==> src/rtl/cop_mul_responder.sv <==
// Coprocessor-side responder for the CPU coprocessor port.
// Holds a general register file and a small control bank. It answers S-stage reads one cycle
// later and accepts W-stage write-backs. A CMD write launches an iterative 32x32 shift-add
// multiply, and the active-low CONDINN line reports completion.
// Optional feature: define COP_SIGNED_MUL_EN to honour CMD bit1 (two's-complement multiply).
// All state uses a synchronous active-low reset (RESET_D1_R_N).

module cop_mul_responder #(
  parameter int unsigned NGEN     = 32,  // power of two, at most 32
  parameter int unsigned MUL_ITER = 32   // must be 32: one operand bit per cycle
) (
  input  logic        SYSCLK,
  input  logic        RESET_D1_R_N,
  input  logic        RHOLD,
  input  logic [4:0]  CRDADDR,
  input  logic        CRDGEN,
  input  logic        CRDCON,
  output logic [31:0] CRDDATA,
  input  logic [4:0]  CWRADDR_R,
  input  logic        CWRGEN_R,
  input  logic        CWRCON_R,
  input  logic [31:0] CWRDATA_R,
  output logic        CONDINN,
  output logic        BUSY
);

  localparam int unsigned GenAw = (NGEN > 1) ? $clog2(NGEN) : 1;

  // Control register map
  localparam logic [4:0] CStatus = 5'd0;
  localparam logic [4:0] CCmd    = 5'd1;
  localparam logic [4:0] COpa    = 5'd2;
  localparam logic [4:0] COpb    = 5'd3;
  localparam logic [4:0] CRlo    = 5'd4;
  localparam logic [4:0] CRhi    = 5'd5;

  // Multiplier sequencer states
  localparam logic StIdle = 1'b0;
  localparam logic StRun  = 1'b1;

  localparam logic [4:0] LastIter = 5'(MUL_ITER - 1);

  // ---------------------------------------------------------------------------------------------
  // State
  // ---------------------------------------------------------------------------------------------
  logic [31:0] gen_q [NGEN];
  logic [31:0] rdata_q, rdata_d;
  logic [31:0] opa_q, opa_d;
  logic [31:0] opb_q, opb_d;
  logic [31:0] rlo_q, rlo_d;
  logic [31:0] rhi_q, rhi_d;
  logic        st_q, st_d;
  logic        done_q, done_d;
  logic        err_q, err_d;
  logic [4:0]  cnt_q, cnt_d;
  logic [31:0] mcand_q, mcand_d;   // private multiplicand copy
  logic [31:0] mplier_q, mplier_d; // private multiplier copy, consumed LSB first
  logic [63:0] acc_q, acc_d;
  logic        neg_q, neg_d;       // negate the result at completion

  // ---------------------------------------------------------------------------------------------
  // Write decode
  // ---------------------------------------------------------------------------------------------
  logic              busy;
  logic              wr_in_rng, rd_in_rng;
  logic [GenAw-1:0]  wr_idx, rd_idx;
  logic              gen_wr, con_wr;
  logic              wr_status, wr_cmd, wr_opa, wr_opb;
  logic              start_req;
  logic              signed_sel;

  assign busy      = (st_q == StRun);
  assign wr_in_rng = ({27'd0, CWRADDR_R} < NGEN);
  assign rd_in_rng = ({27'd0, CRDADDR} < NGEN);
  assign wr_idx    = CWRADDR_R[GenAw-1:0];
  assign rd_idx    = CRDADDR[GenAw-1:0];

  // A GEN strobe shadows a simultaneous CON strobe; out-of-range GEN writes are dropped.
  assign gen_wr    = CWRGEN_R && wr_in_rng;
  assign con_wr    = CWRCON_R && !CWRGEN_R;
  assign wr_status = con_wr && (CWRADDR_R == CStatus);
  assign wr_cmd    = con_wr && (CWRADDR_R == CCmd);
  assign wr_opa    = con_wr && (CWRADDR_R == COpa);
  assign wr_opb    = con_wr && (CWRADDR_R == COpb);
  assign start_req = wr_cmd && CWRDATA_R[0];

`ifdef COP_SIGNED_MUL_EN
  assign signed_sel = CWRDATA_R[1];
`else
  assign signed_sel = 1'b0;
`endif

  // ---------------------------------------------------------------------------------------------
  // Multiplier datapath: one shift-add step per cycle
  // ---------------------------------------------------------------------------------------------
  logic [32:0] sum33;
  logic [63:0] acc_step;
  logic [63:0] prod_final;
  logic        a_neg, b_neg;

  // Add the multiplicand into the upper half when the multiplier LSB is set, then shift right.
  always_comb begin
    sum33      = {1'b0, acc_q[63:32]} + (mplier_q[0] ? {1'b0, mcand_q} : 33'd0);
    acc_step   = {sum33, acc_q[31:1]};
    prod_final = neg_q ? (~acc_step + 64'd1) : acc_step;
  end

  assign a_neg = signed_sel && opa_q[31];
  assign b_neg = signed_sel && opb_q[31];

  // Sequencer, status flags, result registers and operand latches.
  always_comb begin
    st_d     = st_q;
    cnt_d    = cnt_q;
    acc_d    = acc_q;
    mcand_d  = mcand_q;
    mplier_d = mplier_q;
    neg_d    = neg_q;
    rlo_d    = rlo_q;
    rhi_d    = rhi_q;
    done_d   = done_q;
    err_d    = err_q;
    opa_d    = wr_opa ? CWRDATA_R : opa_q;
    opb_d    = wr_opb ? CWRDATA_R : opb_q;

    if (wr_status) begin
      if (CWRDATA_R[1]) done_d = 1'b0;
      if (CWRDATA_R[2]) err_d  = 1'b0;
    end

    // Completion is evaluated after W1C so it wins on a coincident edge.
    if (st_q == StRun) begin
      acc_d    = acc_step;
      mplier_d = {1'b0, mplier_q[31:1]};
      cnt_d    = cnt_q + 5'd1;
      if (cnt_q == LastIter) begin
        st_d           = StIdle;
        {rhi_d, rlo_d} = prod_final;
        done_d         = 1'b1;
      end
    end

    if (start_req) begin
      if (st_q == StRun) begin
        err_d = 1'b1;  // sticky; the running op continues untouched
      end else begin
        st_d     = StRun;
        mcand_d  = a_neg ? (~opa_q + 32'd1) : opa_q;
        mplier_d = b_neg ? (~opb_q + 32'd1) : opb_q;
        neg_d    = a_neg ^ b_neg;
        acc_d    = '0;
        cnt_d    = '0;
        done_d   = 1'b0;
      end
    end
  end

  // ---------------------------------------------------------------------------------------------
  // Read path
  // ---------------------------------------------------------------------------------------------
  logic [31:0] gen_rd_val, con_rd_val;

  // Select read data; a same-edge write that actually lands is forwarded.
  always_comb begin
    gen_rd_val = rd_in_rng ? gen_q[rd_idx] : 32'd0;
    if (gen_wr && (CWRADDR_R == CRDADDR)) gen_rd_val = CWRDATA_R;

    case (CRDADDR)
      CStatus: con_rd_val = {29'd0, err_q, done_q, busy};
      COpa:    con_rd_val = opa_q;
      COpb:    con_rd_val = opb_q;
      CRlo:    con_rd_val = rlo_q;
      CRhi:    con_rd_val = rhi_q;
      default: con_rd_val = 32'd0;
    endcase
    // Only OPA/OPB take a plain write, so only they can be forwarded.
    if ((wr_opa || wr_opb) && (CWRADDR_R == CRDADDR)) con_rd_val = CWRDATA_R;

    rdata_d = rdata_q;
    if (!RHOLD) begin
      if (CRDGEN)      rdata_d = gen_rd_val;
      else if (CRDCON) rdata_d = con_rd_val;
    end
  end

  // ---------------------------------------------------------------------------------------------
  // Registers
  // ---------------------------------------------------------------------------------------------

  // General register file.
  always_ff @(posedge SYSCLK) begin
    if (!RESET_D1_R_N) begin
      for (int unsigned i = 0; i < NGEN; i++) gen_q[i] <= '0;
    end else if (gen_wr) begin
      gen_q[wr_idx] <= CWRDATA_R;
    end
  end

  // Control bank, multiplier state and read-data register.
  always_ff @(posedge SYSCLK) begin
    if (!RESET_D1_R_N) begin
      rdata_q  <= '0;
      opa_q    <= '0;
      opb_q    <= '0;
      rlo_q    <= '0;
      rhi_q    <= '0;
      st_q     <= StIdle;
      done_q   <= 1'b0;
      err_q    <= 1'b0;
      cnt_q    <= '0;
      mcand_q  <= '0;
      mplier_q <= '0;
      acc_q    <= '0;
      neg_q    <= 1'b0;
    end else begin
      rdata_q  <= rdata_d;
      opa_q    <= opa_d;
      opb_q    <= opb_d;
      rlo_q    <= rlo_d;
      rhi_q    <= rhi_d;
      st_q     <= st_d;
      done_q   <= done_d;
      err_q    <= err_d;
      cnt_q    <= cnt_d;
      mcand_q  <= mcand_d;
      mplier_q <= mplier_d;
      acc_q    <= acc_d;
      neg_q    <= neg_d;
    end
  end

  assign CRDDATA = rdata_q;
  assign BUSY    = busy;
  assign CONDINN = ~done_q;

endmodule

==> config.mk <==
export PLATFORM = sky130hd
export DESIGN_NAME = cop_mul_responder
export DESIGN_NICKNAME = d
export VERILOG_FILES = /design/src/rtl/cop_mul_responder.sv
export SDC_FILE = /design/constraint.sdc
export NUM_CORES = 2
export LEC_CHECK = 0
export CAP_MARGIN = 25
export CORE_MARGIN = 5
export CORE_UTILIZATION = 55
export CTS_CLUSTER_DIAMETER = 200
export DETAILED_ROUTE_END_ITERATION = 12
export HOLD_SLACK_MARGIN = 0.15
export PLACE_DENSITY = 0.71
export SYNTH_ARGS = -nofsm -noshare
export SYNTH_HDL_FRONTEND = slang
export SYNTH_SLANG_ARGS = --single-unit
==> constraint.sdc <==
create_clock -name SYSCLK -period 14.14 [get_ports SYSCLK]
set_input_delay 3.535 -clock SYSCLK [delete_from_list [all_inputs] [get_ports SYSCLK]]
set_output_delay 3.535 -clock SYSCLK [all_outputs]
set_load 0.02 [all_outputs]
=== Word-level counts from Yosys, hierarchy flattened ===
Memory sizes are Yosys's and may differ from the RTL's.
Index checks and enable logic that the tools add are counted.

* Multipliers: 0
* Add/sub/neg operators: 2
* Equal/unequal tests: 9
* $lt $le $gt $ge: 0
* Shift-type cells: 0
* Reductions and logical operators: 17
* Div/mod/pow operators: 0
* Bitwise operators: 3
* Muxes and demuxes: 36

{| class="wikitable"
|+ Operators with widths
! operator !! count
|-
| two-way mux 32 bit || 9
|-
| two-way mux 64 bit || 3
|-
| case mux 32 bit (5 select lines) || 1
|-
| adder 32 x 32 -> 33 bit || 1
|-
| OR reduction 32 bit || 1
|-
| equality test 5 x 2 -> 1 bit (second input constant) || 4
|-
| two-way mux 5 bit || 4
|-
| two-way mux 1 bit || 19
|-
| equality test 5 x 3 -> 1 bit (second input constant) || 2
|-
| zero test 5 bit || 2
|-
| logical AND 1 bit || 8
|-
| AND reduction 2 bit || 3
|-
| adder 5 x 1 -> 5 bit (second input constant) || 1
|-
| equality test 5 x 1 -> 1 bit (second input constant) || 1
|-
| equality test 5 bit || 1
|-
| equality test 5 bit (second input constant) || 1
|-
| inverter 1 bit || 3
|-
| nonzero test 2 bit || 1
|-
| zero test 1 bit || 1
|-
| logical OR 1 bit || 1
|}

* Bits in registers: 296
* RAM bits: 1024
* ROM bits: 0
* Memories: 1
* Input port bits: 49
* Latch bits: 0
* Output and inout bits: 34
* Logic and storage cells: 80

{| class="wikitable"
|+ Memories
! name !! words !! width !! read ports !! clocked after Yosys merged registers in !! write ports !! RTL line !! source
|-
| gen_q || 32 || 32 || 1 || 0 || 32 || 46 || <nowiki>logic [31:0] gen_q [NGEN];</nowiki>
|}

=== Longest topological paths before layout ===
* Depth after elaboration: 8
* Mapped depth: 12
* Gate-level depth less buffers: 11

=== Worst setup path after synthesis ===
No wires, ideal clock.

* Path kind: input-to-reg
* Start: input port CWRADDR_R[3]
* End: memory gen_q[10][0] (enable)
* Cell stages on the path: 4
* Library setup time: 0.466 ns
* Arrival: 6.720 ns
* Path slack: 6.955 ns
* Cells stage by stage: clkbuf_1 -> or3b_2 -> clkbuf_1 -> o21ai_0

{| class="wikitable"
|+ RTL lines
! item !! RTL line !! source
|-
| from (decl) || 19 || <nowiki>input logic [4:0] CWRADDR_R,</nowiki>
|-
| to (decl) || 46 ||
|}

=== Worst setup path after layout ===
* Start: input port CRDADDR[0]
* End: register rdata_q[23], in the netlist CRDDATA[23]

* Word-level cells in the longest chain between the ends: 5
* Elaborated cells between the ends (all ways): 14
* Classes of those cells: eq/ne: 5; mux: 5; reduce/logical: 3; memory: 1

{| class="wikitable"
|+ RTL lines
! item !! RTL line !! source
|-
| from (decl) || 15 || <nowiki>input logic [4:0] CRDADDR,</nowiki>
|-
| parallel branches: the longest is 4 deep, another holds memory read (32 x 32 bit) || n/a ||
|-
| two-way mux 32 bit * || 181 || <nowiki>if (CRDGEN) rdata_d = gen_rd_val;</nowiki>
|-
| to (signal assigned) || 216 || <nowiki>rdata_q <= rdata_d;</nowiki>
|-
| to (decl) || 47 || <nowiki>logic [31:0] rdata_q, rdata_d;</nowiki>
|}

Every way passes the cells marked *. The select of a mux whose other input is x is not followed.
A chain may end at the register's enable or synchronous reset.

==> out/metrics.yaml <==
status: "finished, final reports clean"
ys_ff_latch: 1319
initial_core_util_pct: 55.28
core_area_um2: 110400
hp-class: "flip-flop to flip-flop"
fmax_ghz: 0.1456
worstPathArrival_ns: 7.48
min_path_cells: 2
grt_use_total_pct: 30.97
cp_max_fo: 70
drt-pass1-iter-count: 5
ys_types: 68
ios: 83
synthesis.instances: 4908
cts.sinks: 1319
cts_setup_buffers: 0
critPathKind: "primary input to flip-flop"
ir_drop_v: 0.0001164
drt_iter0_markers: 5456
port_buffers: 82
grt_max_degree: 119
clockRootBuffer: "clkbuf_16"
dp_cells: 6136
grt_pass1_vias: 39732
ys_seq_area_share_pct: 60.08
grt_pass1_wl_mm: 268.6
drive_gt1_share_pct: 14.87
vias: 40470
async_reset_ff_share_pct: 0
dp_hpwl_mm: 108.5
die_w_um: 343.1
finalSetupTns_ns: 0
synth_area_um2: 61010
via_per_inst: 6.329
clock_path_buffers: 3
setup_violations: 0
dieArea_um2: 117700
layout.cells.non_filler: 6394
synthFlopType: "edfxtp_1"
wl_mm: 182.7
grt_antenna_before_repair: 7
gr-total-overflow: 0
post_cts_resized: 0
end_kind: "flip-flop"
path_clk_slew_ns: 0.06
hold_viol_final: 0
syn_to_final_growth_pct: 11.51
timing.slew.headroom_pct: 26.92
layout_worst_path_cycle_share_pct: 48.58
met2_usage_pct: 47.63
ant_nets: 0
post-route-drc-count: 0
post-route-util_pct: 61.64
use_met3_pct: 6.395
maxSlewViolCount: 0
worstSkewPairLatency_ns: 0.76
nets: 4879
htree_levels: 4
final_common_cell: "and2_1"
skew_ns: 0.02951
cts_hold_buf: 0
top_usage_layer: "met2"
gp_congestion: 0.9002
syn_area_per_cell_um2: 12.43
final.min_clock_period_ns: 6.869
cts_buffers: 139
wl_per_cell_um: 28.58
rows: 122
ys_warn_count: 0
cts_tree: "yes"
cellPowerDensity_nw_per_um2: 126.9
crit_path_start_kind: "primary input"
syn_nets: 4993
max-cap-violations: 0
p_leak_uw: 0.02341
met1_usage_pct: 42.30
tightestPinTransition_ns: 1.096
rr_worst_depth: 12
synth_edf_count: 1024
worstPathRequired_ns: 14.75
rsz0062_at_grt: "no"
die_h_um: 343.1
final_cell_mix: "1077 x and2_1, 1024 x edfxtp_1, 436 x nand2_1"
through the flow:
stage | worst slack (ns) | power, µW | hold WS, ns | instance area, µm²
6_report | 7.271 | 8631 | 0.4533 | 68030
4_1_cts | 7.176 | 8654 | 0.4541 | 67940
5_1_grt | 6.872 | 8861 | 0.4674 | 68020
3_5_place_dp | 6.355 | 5119 | 0.4463 | 63520
3_3_place_gp | 4.496 | 5096 | 0.4370 | 63290
2_1_floorplan | 6.955 | 4823 | 0.4315 | 61010
metal layers:
| metal | wire length (µm) | part of all wire (%) |
|---|---|---|
| met5 | 21 | 0.011 |
| met4 | 10360 | 5.7 |
| met3 | 18600 | 10 |
| met2 | 83820 | 46 |
| met1 | 69940 | 38 |
path summary, 6_finish.rpt:
path / slack [ns] / endpoint / from
min reg2reg: 0.45 / rlo_q[0] / flip-flop
max: 7.27 / CRDDATA[23] / CRDADDR[0]
min: 0.45 / rlo_q[0] / flip-flop
max reg2reg: 10.47 / rhi_q[25] / flip-flop
synth_stat cells (all sizes together), types with 12 or more instances:
cell | instances | area share [%]
clkbuf | 413 | 2.6
a2111oi | 21 | 0.30
buf | 71 | 0.57
nor3 | 22 | 0.18
a221oi | 49 | 0.70
ha | 35 | 0.72
inv | 22 | 0.14
o21a | 22 | 0.27
a31oi | 34 | 0.35
xor2 | 15 | 0.22
a211o | 22 | 0.32
and3 | 22 | 0.23
edfxtp | 1024 | 50
a211oi | 34 | 0.42
o21ai | 184 | 1.5
a22o | 36 | 0.52
nand4 | 16 | 0.16
a21oi | 288 | 2.4
and2 | 1078 | 11
a22oi | 23 | 0.28
o211ai | 22 | 0.27
nand3 | 45 | 0.37
a2bb2oi | 20 | 0.29
mux2i | 69 | 1.1
dfxtp | 295 | 9.7
mux2 | 66 | 1.2
a21o | 12 | 0.15
nor2 | 148 | 0.91
nand2 | 437 | 2.7
mux4 | 225 | 8.3
o22ai | 40 | 0.41
flip-flops by register name, summed over array words and instances, names as in the netlist, named ones only:
register  flops
opb_q        32
done_q        1
gen_q      1024
mplier_q      2
cnt_q         5
acc_q        33
BUSY          1
opa_q        32
CRDDATA      32
err_q         1
rlo_q        32
rhi_q        32
mcand_q      32
cell families (layout without fill, tap and decap cells):
logic type,after synthesis,count (layout),share of synthesized area [%]
simple gates,1817,1817,16.15
flops,1319,1319,60.08
compound gates,843,843,8.681
buf+inv,507,502,3.310
mux,360,360,10.66
fa+ha+maj,36,36,0.7506
xor+xnor,26,26,0.3733
other cells,0,3,0
layout make-up:
cell class | instances | area [µm²]
Fill cell | 8391 | 42330
Multi-Input combinational cell | 3082 | 22990
Inverter | 23 | 91.34
Sequential cell | 1319 | 36660
Timing Repair Buffer | 229 | 2006
Clock buffer | 200 | 3999
Clock inverter | 50 | 424.2
Tap cell | 1488 | 1862
Antenna cell | 3 | 7.507
report_power, final:
group          internal (µW)  switching, µW
Sequential              4340           56.0
Clock                   2070           1510
Combinational            228            427
critical path, cell delays in order:
cell      delay [ns]
buf_8           0.52
buf_4           0.70
buf_4           0.74
mux4_2          0.58
and2_1          0.16
a211oi_1        0.57
a31oi_1         0.10
o21ai_0         0.31
a21oi_1         0.10
Note: power is estimated with default switching activity, not from simulation.
